## src/rtl/i2c_pkg.sv

```systemverilog
// Shared types and constants for the I2C bus front end.
// The idle level of both bus lines is high.
package i2c_pkg;

  typedef enum logic {
    IDLE = 1'b0,
    BUSY = 1'b1
  } bus_state_t;

  localparam logic I2C_IDLE_LEVEL = 1'b1;

endpackage

```

## src/rtl/i2c_glitch_filter.sv

```systemverilog
// Two-flop synchroniser followed by a stability counter for one open-drain line.
// The filtered output follows the pad only after FILTER_DEPTH consecutive disagreeing samples.
module i2c_glitch_filter
  import i2c_pkg::*;
#(
  parameter int FILTER_DEPTH = 4
) (
  input  logic clk,
  input  logic n_rst,
  input  logic line_in,
  output logic line_filt
);

  localparam int CW = $clog2(FILTER_DEPTH + 1);
  localparam logic [CW-1:0] LAST_COUNT = CW'(FILTER_DEPTH - 1);

  logic          sync_1;
  logic          sync_2;
  logic [CW-1:0] stable_cnt;

  // The count measures how long the synchronised line has disagreed with the filtered one.
  always_ff @(posedge clk or negedge n_rst) begin
    if (!n_rst) begin
      sync_1     <= I2C_IDLE_LEVEL;
      sync_2     <= I2C_IDLE_LEVEL;
      line_filt  <= I2C_IDLE_LEVEL;
      stable_cnt <= '0;
    end else begin
      sync_1 <= line_in;
      sync_2 <= sync_1;
      if (sync_2 != line_filt) begin
        if (stable_cnt == LAST_COUNT) begin
          line_filt  <= sync_2;
          stable_cnt <= '0;
        end else begin
          stable_cnt <= stable_cnt + 1'b1;
        end
      end else begin
        stable_cnt <= '0;
      end
    end
  end

endmodule

```

## src/rtl/i2c_bus_monitor.sv

```systemverilog
// Conditions raw SDA/SCL pads and turns filtered line changes into single-cycle bus event
// strobes plus a bus_busy level for the downstream I2C controllers.
module i2c_bus_monitor
  import i2c_pkg::*;
#(
  parameter int FILTER_DEPTH   = 4,
  parameter int TIMEOUT_CYCLES = 50000
) (
  input  logic clk,
  input  logic n_rst,
  input  logic SDA_in,
  input  logic SCL_in,
  output logic SDA_filt,
  output logic SCL_filt,
  output logic SCL_rise,
  output logic SCL_fall,
  output logic start_det,
  output logic rstart_det,
  output logic stop_det,
  output logic bus_error,
  output logic bus_timeout,
  output logic bus_busy
);

  bus_state_t state;
  logic       sda_prev;
  logic       scl_prev;
  logic       sda_chg;
  logic       scl_chg;
  logic       start_cond;
  logic       stop_cond;
  logic       error_cond;
  logic       timeout_hit;

  i2c_glitch_filter #(.FILTER_DEPTH(FILTER_DEPTH)) u_sda_filter (
    .clk       (clk),
    .n_rst     (n_rst),
    .line_in   (SDA_in),
    .line_filt (SDA_filt)
  );

  i2c_glitch_filter #(.FILTER_DEPTH(FILTER_DEPTH)) u_scl_filter (
    .clk       (clk),
    .n_rst     (n_rst),
    .line_in   (SCL_in),
    .line_filt (SCL_filt)
  );

  // A simultaneous change of both lines is ambiguous, so it is reported as an error only.
  always_comb begin
    sda_chg    = SDA_filt ^ sda_prev;
    scl_chg    = SCL_filt ^ scl_prev;
    start_cond = sda_chg && !SDA_filt && SCL_filt && !scl_chg;
    stop_cond  = sda_chg &&  SDA_filt && SCL_filt && !scl_chg;
    error_cond = sda_chg && scl_chg;
  end

  generate
    if (TIMEOUT_CYCLES > 0) begin : g_timeout
      localparam int TW = $clog2(TIMEOUT_CYCLES + 1);
      localparam logic [TW-1:0] T_MAX = TW'(TIMEOUT_CYCLES);
      localparam logic [TW-1:0] T_PRE = TW'(TIMEOUT_CYCLES - 1);

      logic [TW-1:0] low_cnt;

      always_ff @(posedge clk or negedge n_rst) begin
        if (!n_rst) begin
          low_cnt <= '0;
        end else if (state == BUSY && !SCL_filt) begin
          if (low_cnt != T_MAX) begin
            low_cnt <= low_cnt + 1'b1;
          end
        end else begin
          low_cnt <= '0;
        end
      end

      assign timeout_hit = (state == BUSY) && !SCL_filt && (low_cnt == T_PRE);
    end else begin : g_no_timeout
      assign timeout_hit = 1'b0;
    end
  endgenerate

  // Busy tracking and all strobes share one register stage so they line up exactly.
  always_ff @(posedge clk or negedge n_rst) begin
    if (!n_rst) begin
      state       <= IDLE;
      bus_busy    <= 1'b0;
      sda_prev    <= I2C_IDLE_LEVEL;
      scl_prev    <= I2C_IDLE_LEVEL;
      SCL_rise    <= 1'b0;
      SCL_fall    <= 1'b0;
      start_det   <= 1'b0;
      rstart_det  <= 1'b0;
      stop_det    <= 1'b0;
      bus_error   <= 1'b0;
      bus_timeout <= 1'b0;
    end else begin
      sda_prev    <= SDA_filt;
      scl_prev    <= SCL_filt;
      SCL_rise    <= scl_chg &&  SCL_filt;
      SCL_fall    <= scl_chg && !SCL_filt;
      start_det   <= start_cond && (state == IDLE);
      rstart_det  <= start_cond && (state == BUSY);
      stop_det    <= stop_cond;
      bus_error   <= error_cond;
      bus_timeout <= timeout_hit;
      case (state)
        IDLE: begin
          if (start_cond) begin
            state    <= BUSY;
            bus_busy <= 1'b1;
          end
        end
        BUSY: begin
          if (stop_cond || timeout_hit) begin
            state    <= IDLE;
            bus_busy <= 1'b0;
          end
        end
        default: begin
          state    <= IDLE;
          bus_busy <= 1'b0;
        end
      endcase
    end
  end

endmodule

```

## config.mk

```make
export PLATFORM = sky130hd
export DESIGN_NAME = i2c_bus_monitor
export DESIGN_NICKNAME = d
export VERILOG_FILES = /design/src/rtl/i2c_pkg.sv /design/src/rtl/i2c_glitch_filter.sv /design/src/rtl/i2c_bus_monitor.sv
export SDC_FILE = /design/constraint.sdc
export NUM_CORES = 1
export LEC_CHECK = 0
export CORE_ASPECT_RATIO = 1.5
export CORE_UTILIZATION = 45
export DETAILED_ROUTE_END_ITERATION = 8
export PLACE_DENSITY = 0.75
export SYNTH_ARGS = -nofsm -noshare
export SYNTH_HDL_FRONTEND = slang
export SYNTH_HIERARCHICAL = 1
export SYNTH_SLANG_ARGS = --single-unit
```

## constraint.sdc

```tcl
create_clock -name clk -period 6.1 [get_ports clk]
set_clock_uncertainty 0.15 [all_clocks]
set_input_delay 0.915 -clock clk [delete_from_list [all_inputs] [get_ports clk]]
set_output_delay 0.915 -clock clk [all_outputs]
set_load 0.005 [all_outputs]
```

==> results of run 1 <==
==> synth_stat cells (all sizes together) (3+ instances only) <==
library cell,number
nand4,4
nand2b,4
nand2,13
or3,3
dfstp,8
or4,4
nor4,6
ha,8
o21ai,3
xnor2,3
dfrtp,31
a21oi,10
nor2b,3
o21a,3
mux2i,5
nor3,6
clkbuf,6
nor3b,4
nand3,6
nor2,3
inv,10
o31ai,3
==> through the flow <==
step	instances	power [W]	worst slack, ns	instance area (sq um)	utilization, %
finish	218	0.0007957	3.572	2086	55.62
global route	218	0.0008441	3.525	2086	55.62
CTS	218	0.0008048	3.572	2086	55.62
detailed placement	210	0.0005520	3.890	1953	52.09
global placement	210	0.0005373	3.896	1953	52.09
floorplan	160	0.0004676	4.160	1797	-
==> power by group <==
group          internal (W)  switching (W)  leakage, nW
clock              0.000163      0.0000864       0.0654
combinational     0.0000972      0.0000928        0.276
sequential         0.000318      0.0000381        0.502
total              0.000578       0.000217        0.843
==> layer usage <==
metal	part of all wire [%]	routed length (um)	vias up	GRT usage (%)
met5	0	0	-	0
met4	1.9	60	0	7.895
met3	2.9	92	7	4.571
met2	53	1659	21	30.13
met1	42	1315	601	18.79
li1	-	-	598	-
==> logic make-up (layout without fill, tap and decap cells) <==
group                    after synthesis  count (layout)  share of synthesized area (%)
AND/OR/NAND/NOR                       63              63                          22.28
flip-flops                            39              39                          54.87
AO/OA/AOI/OAI                         22              22                          7.451
buffers and inverters                 16              31                          3.343
adder cells (fa/ha/maj)                8               8                          5.571
multiplexers                           7               7                          4.039
XOR/XNOR                               5               5                          2.438
==> final cells by class <==
cell class	count	area, sq um
well taps	43	53.80
fillers	334	1664
flip-flops and latches	39	985.9
multi-input cells	105	750.7
clock inverters	2	60.06
repair buffers	13	125.1
inverters	10	37.54
clock buffers	6	72.57
==> final timing paths <==
check,slack [ns],to
max in group asynchronous,4.62,g_timeout.low_cnt[15]
max reg2reg,4.08,bus_timeout
min reg2reg,0.21,u_sda_filter/sync_2
min,0.21,u_sda_filter/sync_2
min in group asynchronous,0.59,u_sda_filter/stable_cnt[2]
max,3.57,SCL_filt
==> summary.txt, run 1 <==
Grt total ovfl: 0
Max Clk Rate: 0.3956 GHz
Critical path endpoint category: primary output
Detailed placer's ending HPWL: 2.226 mm
Die area: 4255 sq um
CTS Hold Bufs: 0
First-pass GRT wire length: 5.292 mm
Slew Limit Headroom: 38.78%
Final ANT Viol Nets: 0
Most frequent cells in the layout: 31 x dfrtp_1, 13 x nand2_1, 12 x clkdlybuf4s50_1
Total Routing Usage GR: 17.33%
Worst-path clk slew: 0.07 ns
Ports: 14
Main synth FF type: dfrtp_1
Number of max-cap violations: 0
Area grow syn2layout: 16.09%
Worst setup path class: reg -> out
P_leak: 0.8434 nW
TritonCTS Buffers: 5
DRC Markers: 0
Die span in x: 53.59 um
Worst-Skew Late Latency: 0.29 ns
Final Max Tran Viols: 0
Pin count of the biggest net entering global routing: 40
Hold Worst Slack: 0.2063 ns
Vias per cell: 5.628
Antenna violations before repair: 0
Worst-path cell chain: clkdlybuf4s50_1
Signal arrival time at the worst endpoint: 1.46 ns
Wire per inst: 14.34 um
Critical-path top delay cell: dfstp_2
Yosys reg bits: 39
Commonest non-fill, non-tap cell in the layout: dfrtp_1
Status: finished clean
DR pass1 iterations: 4
Setup crit start: u_scl_filter/line_filt
Final hold violation count: 0
Hold Path Stages: 0
Vias in the first global route: 1179
Syn Inst Count: 160
Largest stage delay, worst path: 0.64 ns
Top-area cell type share of the netlist area: 43.18%
Die height: 79.39 um
Setup Buffers After CTS: 0
Post-synthesis sequential area ratio: 54.87%
Syn_nets: 172
Pwr dens: 381.5 nW/um^2
Final setup viols: 0
Final nets: 186
Root Driver: clkbuf_8
WP data required: 5.03 ns
Final Cycle Share: 41.44%
Routed via count: 1227
Synth area leader: dfrtp_1
Hold crit path type: reg -> reg
Number of flip-flops in the largest register: 16
Worst Path Buf+Inv: 1
Clk sink count: 39
Reg-to-reg critical path startpoint: g_timeout.low_cnt[11]
Core area: 3750 sq um
Initial core utilization: 47.91%
DRT Wirelength: 3.127 mm
Worst path depth: 1
Count of different cell masters after synthesis: 36
Post-synth EDFFs: 0
Avg Inst Size Synth: 11.23 sq um
Crit path time final: 2.528 ns
Rows: 27
Port buffer count: 13
Delay-heaviest family, CP: flip-flops
Setup TNS: 0 ns
Placer congestion estimate: 0.7637
Hold Path Origin: u_sda_filter/sync_1
Top Registers: g_timeout.low_cnt (16), u_scl_filter/stable_cnt (3), u_sda_filter/stable_cnt (3)
FFs w/ async S/R, synth: 100.0%
PostCTS Resize Cnt: 0
RSZ-0062 raised after global routing: false
Layout cells sized above 1: 13.71%
# H-tree levels: 2
Worst reg-to-reg path cell count: 3
Critical Path Fanout Max: 12
ANT cells: 0
Synth Warn #: 6
Clk buf depth: 2
DRT iter0 DRCs: 22
Synth top area cells: dfrtp_1 43%, dfstp_2 12%, ha_1 5.6%, a21oi_1 2.8%, mux2i_1 2.8%
CP Launch Type: flip-flop
Worst-Margin Slew: 0.9183 ns
Mapped Area: 1797 sq um
Worst IR Drop VDD: 0.2727 mV
TritonCTS clock tree: yes
Reg with most FFs: g_timeout.low_cnt
(Power assumes the default switching activity.)
==> run 2, diff against run 1 <==
==> constraint.sdc (replaced) <==
create_clock -name clk -period 2.35 [get_ports clk]
set_clock_uncertainty 0.15 [all_clocks]
set_input_delay 0.3525 -clock clk [delete_from_list [all_inputs] [get_ports clk]]
set_output_delay 0.3525 -clock clk [all_outputs]
set_load 0.005 [all_outputs]
==> summary.txt, run 2 (same netlist as run 1, synthesis figures left out) <==
Status: finished clean
Worst reg-to-reg path cell count: 3
CP Launch Type: flip-flop
Detailed placer's ending HPWL: 2.132 mm
Pin count of the biggest net entering global routing: 40
Port buffer count: 13
Commonest non-fill, non-tap cell in the layout: dfrtp_1
DRT iter0 DRCs: 29
Number of flip-flops in the largest register: 16
P_leak: 0.8534 nW
Die height: 79.39 um
PostCTS Resize Cnt: 0
Final setup viols: 0
Final Cycle Share: 87.04%
Setup TNS: 0 ns
ANT cells: 0
Rows: 27
Root Driver: clkbuf_8
Total Routing Usage GR: 17.06%
DR pass1 iterations: 4
Max Clk Rate: 0.4889 GHz
Reg with most FFs: g_timeout.low_cnt
Final Cell Area: 2096 sq um
Ports: 14
Layout cells sized above 1: 15.17%
Worst-path clk slew: 0.08 ns
Placer congestion estimate: 0.8056
Antenna violations before repair: 0
Pwr dens: 950.8 nW/um^2
Hold Path Stages: 0
Dpl cell area: 1968 sq um
Final ANT Viol Nets: 0
Hold crit path type: reg -> reg
Worst IR Drop VDD: 0.5229 mV
# H-tree levels: 2
Critical path endpoint category: flip-flop
Clk sink count: 39
Final Max Tran Viols: 0
Final hold violation count: 0
Vias per cell: 5.805
Die span in x: 53.59 um
Placed cells: 212
Non-Filler Instances: 221
Core area: 3750 sq um
Top Registers: g_timeout.low_cnt (16), u_scl_filter/stable_cnt (3), u_sda_filter/stable_cnt (3)
Worst-Skew Late Latency: 0.29 ns
DRT Wirelength: 3.095 mm
Critical Path Fanout Max: 6
Crit path time final: 2.046 ns
Final nets: 189
Worst setup path class: reg -> reg
Initial core utilization: 47.91%
First-pass GRT wire length: 5.244 mm
TritonCTS clock tree: yes
Number of max-cap violations: 0
Slew Limit Headroom: 67.81%
Routed via count: 1283
Clk buf depth: 2
Signal arrival time at the worst endpoint: 2.09 ns
Grt total ovfl: 0
Vias in the first global route: 1213
Worst-Margin Slew: 0.4829 ns
Die area: 4255 sq um
Most frequent cells in the layout: 31 x dfrtp_1, 13 x nand2_1, 12 x clkdlybuf4s50_1
Wire per inst: 14.00 um
DRC Markers: 0
Area grow syn2layout: 16.64%
RSZ-0062 raised after global routing: false
WP data required: 2.40 ns
TritonCTS Buffers: 5
[run 2: changes by cell type in the layout (fill, tap and decap cells not counted), sizes merged]
cell | before | now
buf | 0 | 2
bufinv | 2 | 1
clkinv | 0 | 1
dlygate4sd3 | 0 | 1
[run 2: worst paths after layout]
| kind | startpoint | slack [ns] | endpoint |
|---|---|---|---|
| max in group asynchronous | n_rst | 1.19 | u_scl_filter/sync_1 |
| setup reg to reg | g_timeout.low_cnt[5] | 0.30 | bus_timeout |
| min in group asynchronous | n_rst | 0.49 | g_timeout.low_cnt[3] |
| hold reg to reg | u_scl_filter/sync_1 | 0.20 | u_scl_filter/sync_2 |
| setup / recovery | g_timeout.low_cnt[5] | 0.30 | bus_timeout |
| hold / removal | u_scl_filter/sync_1 | 0.20 | u_scl_filter/sync_2 |
[run 2: final cells by class]
cell class              count  area (sq um)
well taps                  43         53.80
repair buffers             16         150.1
flip-flops and latches     39         985.9
multi-input cells         105         750.7
inverters                  10         37.54
fillers                   319          1654
clock inverters             2         35.03
clock buffers               6         82.58
[run 2: power breakdown]
part | switching [W] | internal, W
logic | 0.000233 | 0.000262
registers | 0.000103 | 0.000825
clock network | 0.000227 | 0.000343
total | 0.000562 | 0.00143
[run 2: per-layer routing]
metal | global-route usage [%] | vias up | part of all wire (%)
met5 | 0 | - | 0
met1 | 18.55 | 645 | 43
met2 | 28.63 | 27 | 51
li1 | - | 603 | -
met3 | 4.000 | 8 | 3.2
met4 | 10.53 | 0 | 2.9
[run 2: critical path, stage by stage (launching register included)]
cell and delay, ns:
dfrtp_1 0.44, or4b_4 0.57, or4_1 0.53, nor4_2 0.26
[run 2: what timing repair did]
item	CTS	global route
endpoints found under the hold margin	31	0
hold buffers	1	0
setup buffers	0	0
[run 2: stage by stage]
| stage | setup slack [ns] | util, % | total power (W) | hold slack (ns) |
|---|---|---|---|---|
| final | 0.3045 | 55.89 | 0.001993 | 0.2030 |
| after detailed placement | 0.3485 | 52.49 | 0.001441 | 0.1972 |
| after global routing | 0.2127 | 55.89 | 0.002129 | 0.2096 |
| after floorplan | 0.4098 | - | 0.001214 | -0.09309 |
| after global placement | 0.3725 | 52.49 | 0.001402 | 0.1957 |
| after CTS | 0.3382 | 55.89 | 0.002019 | 0.2039 |
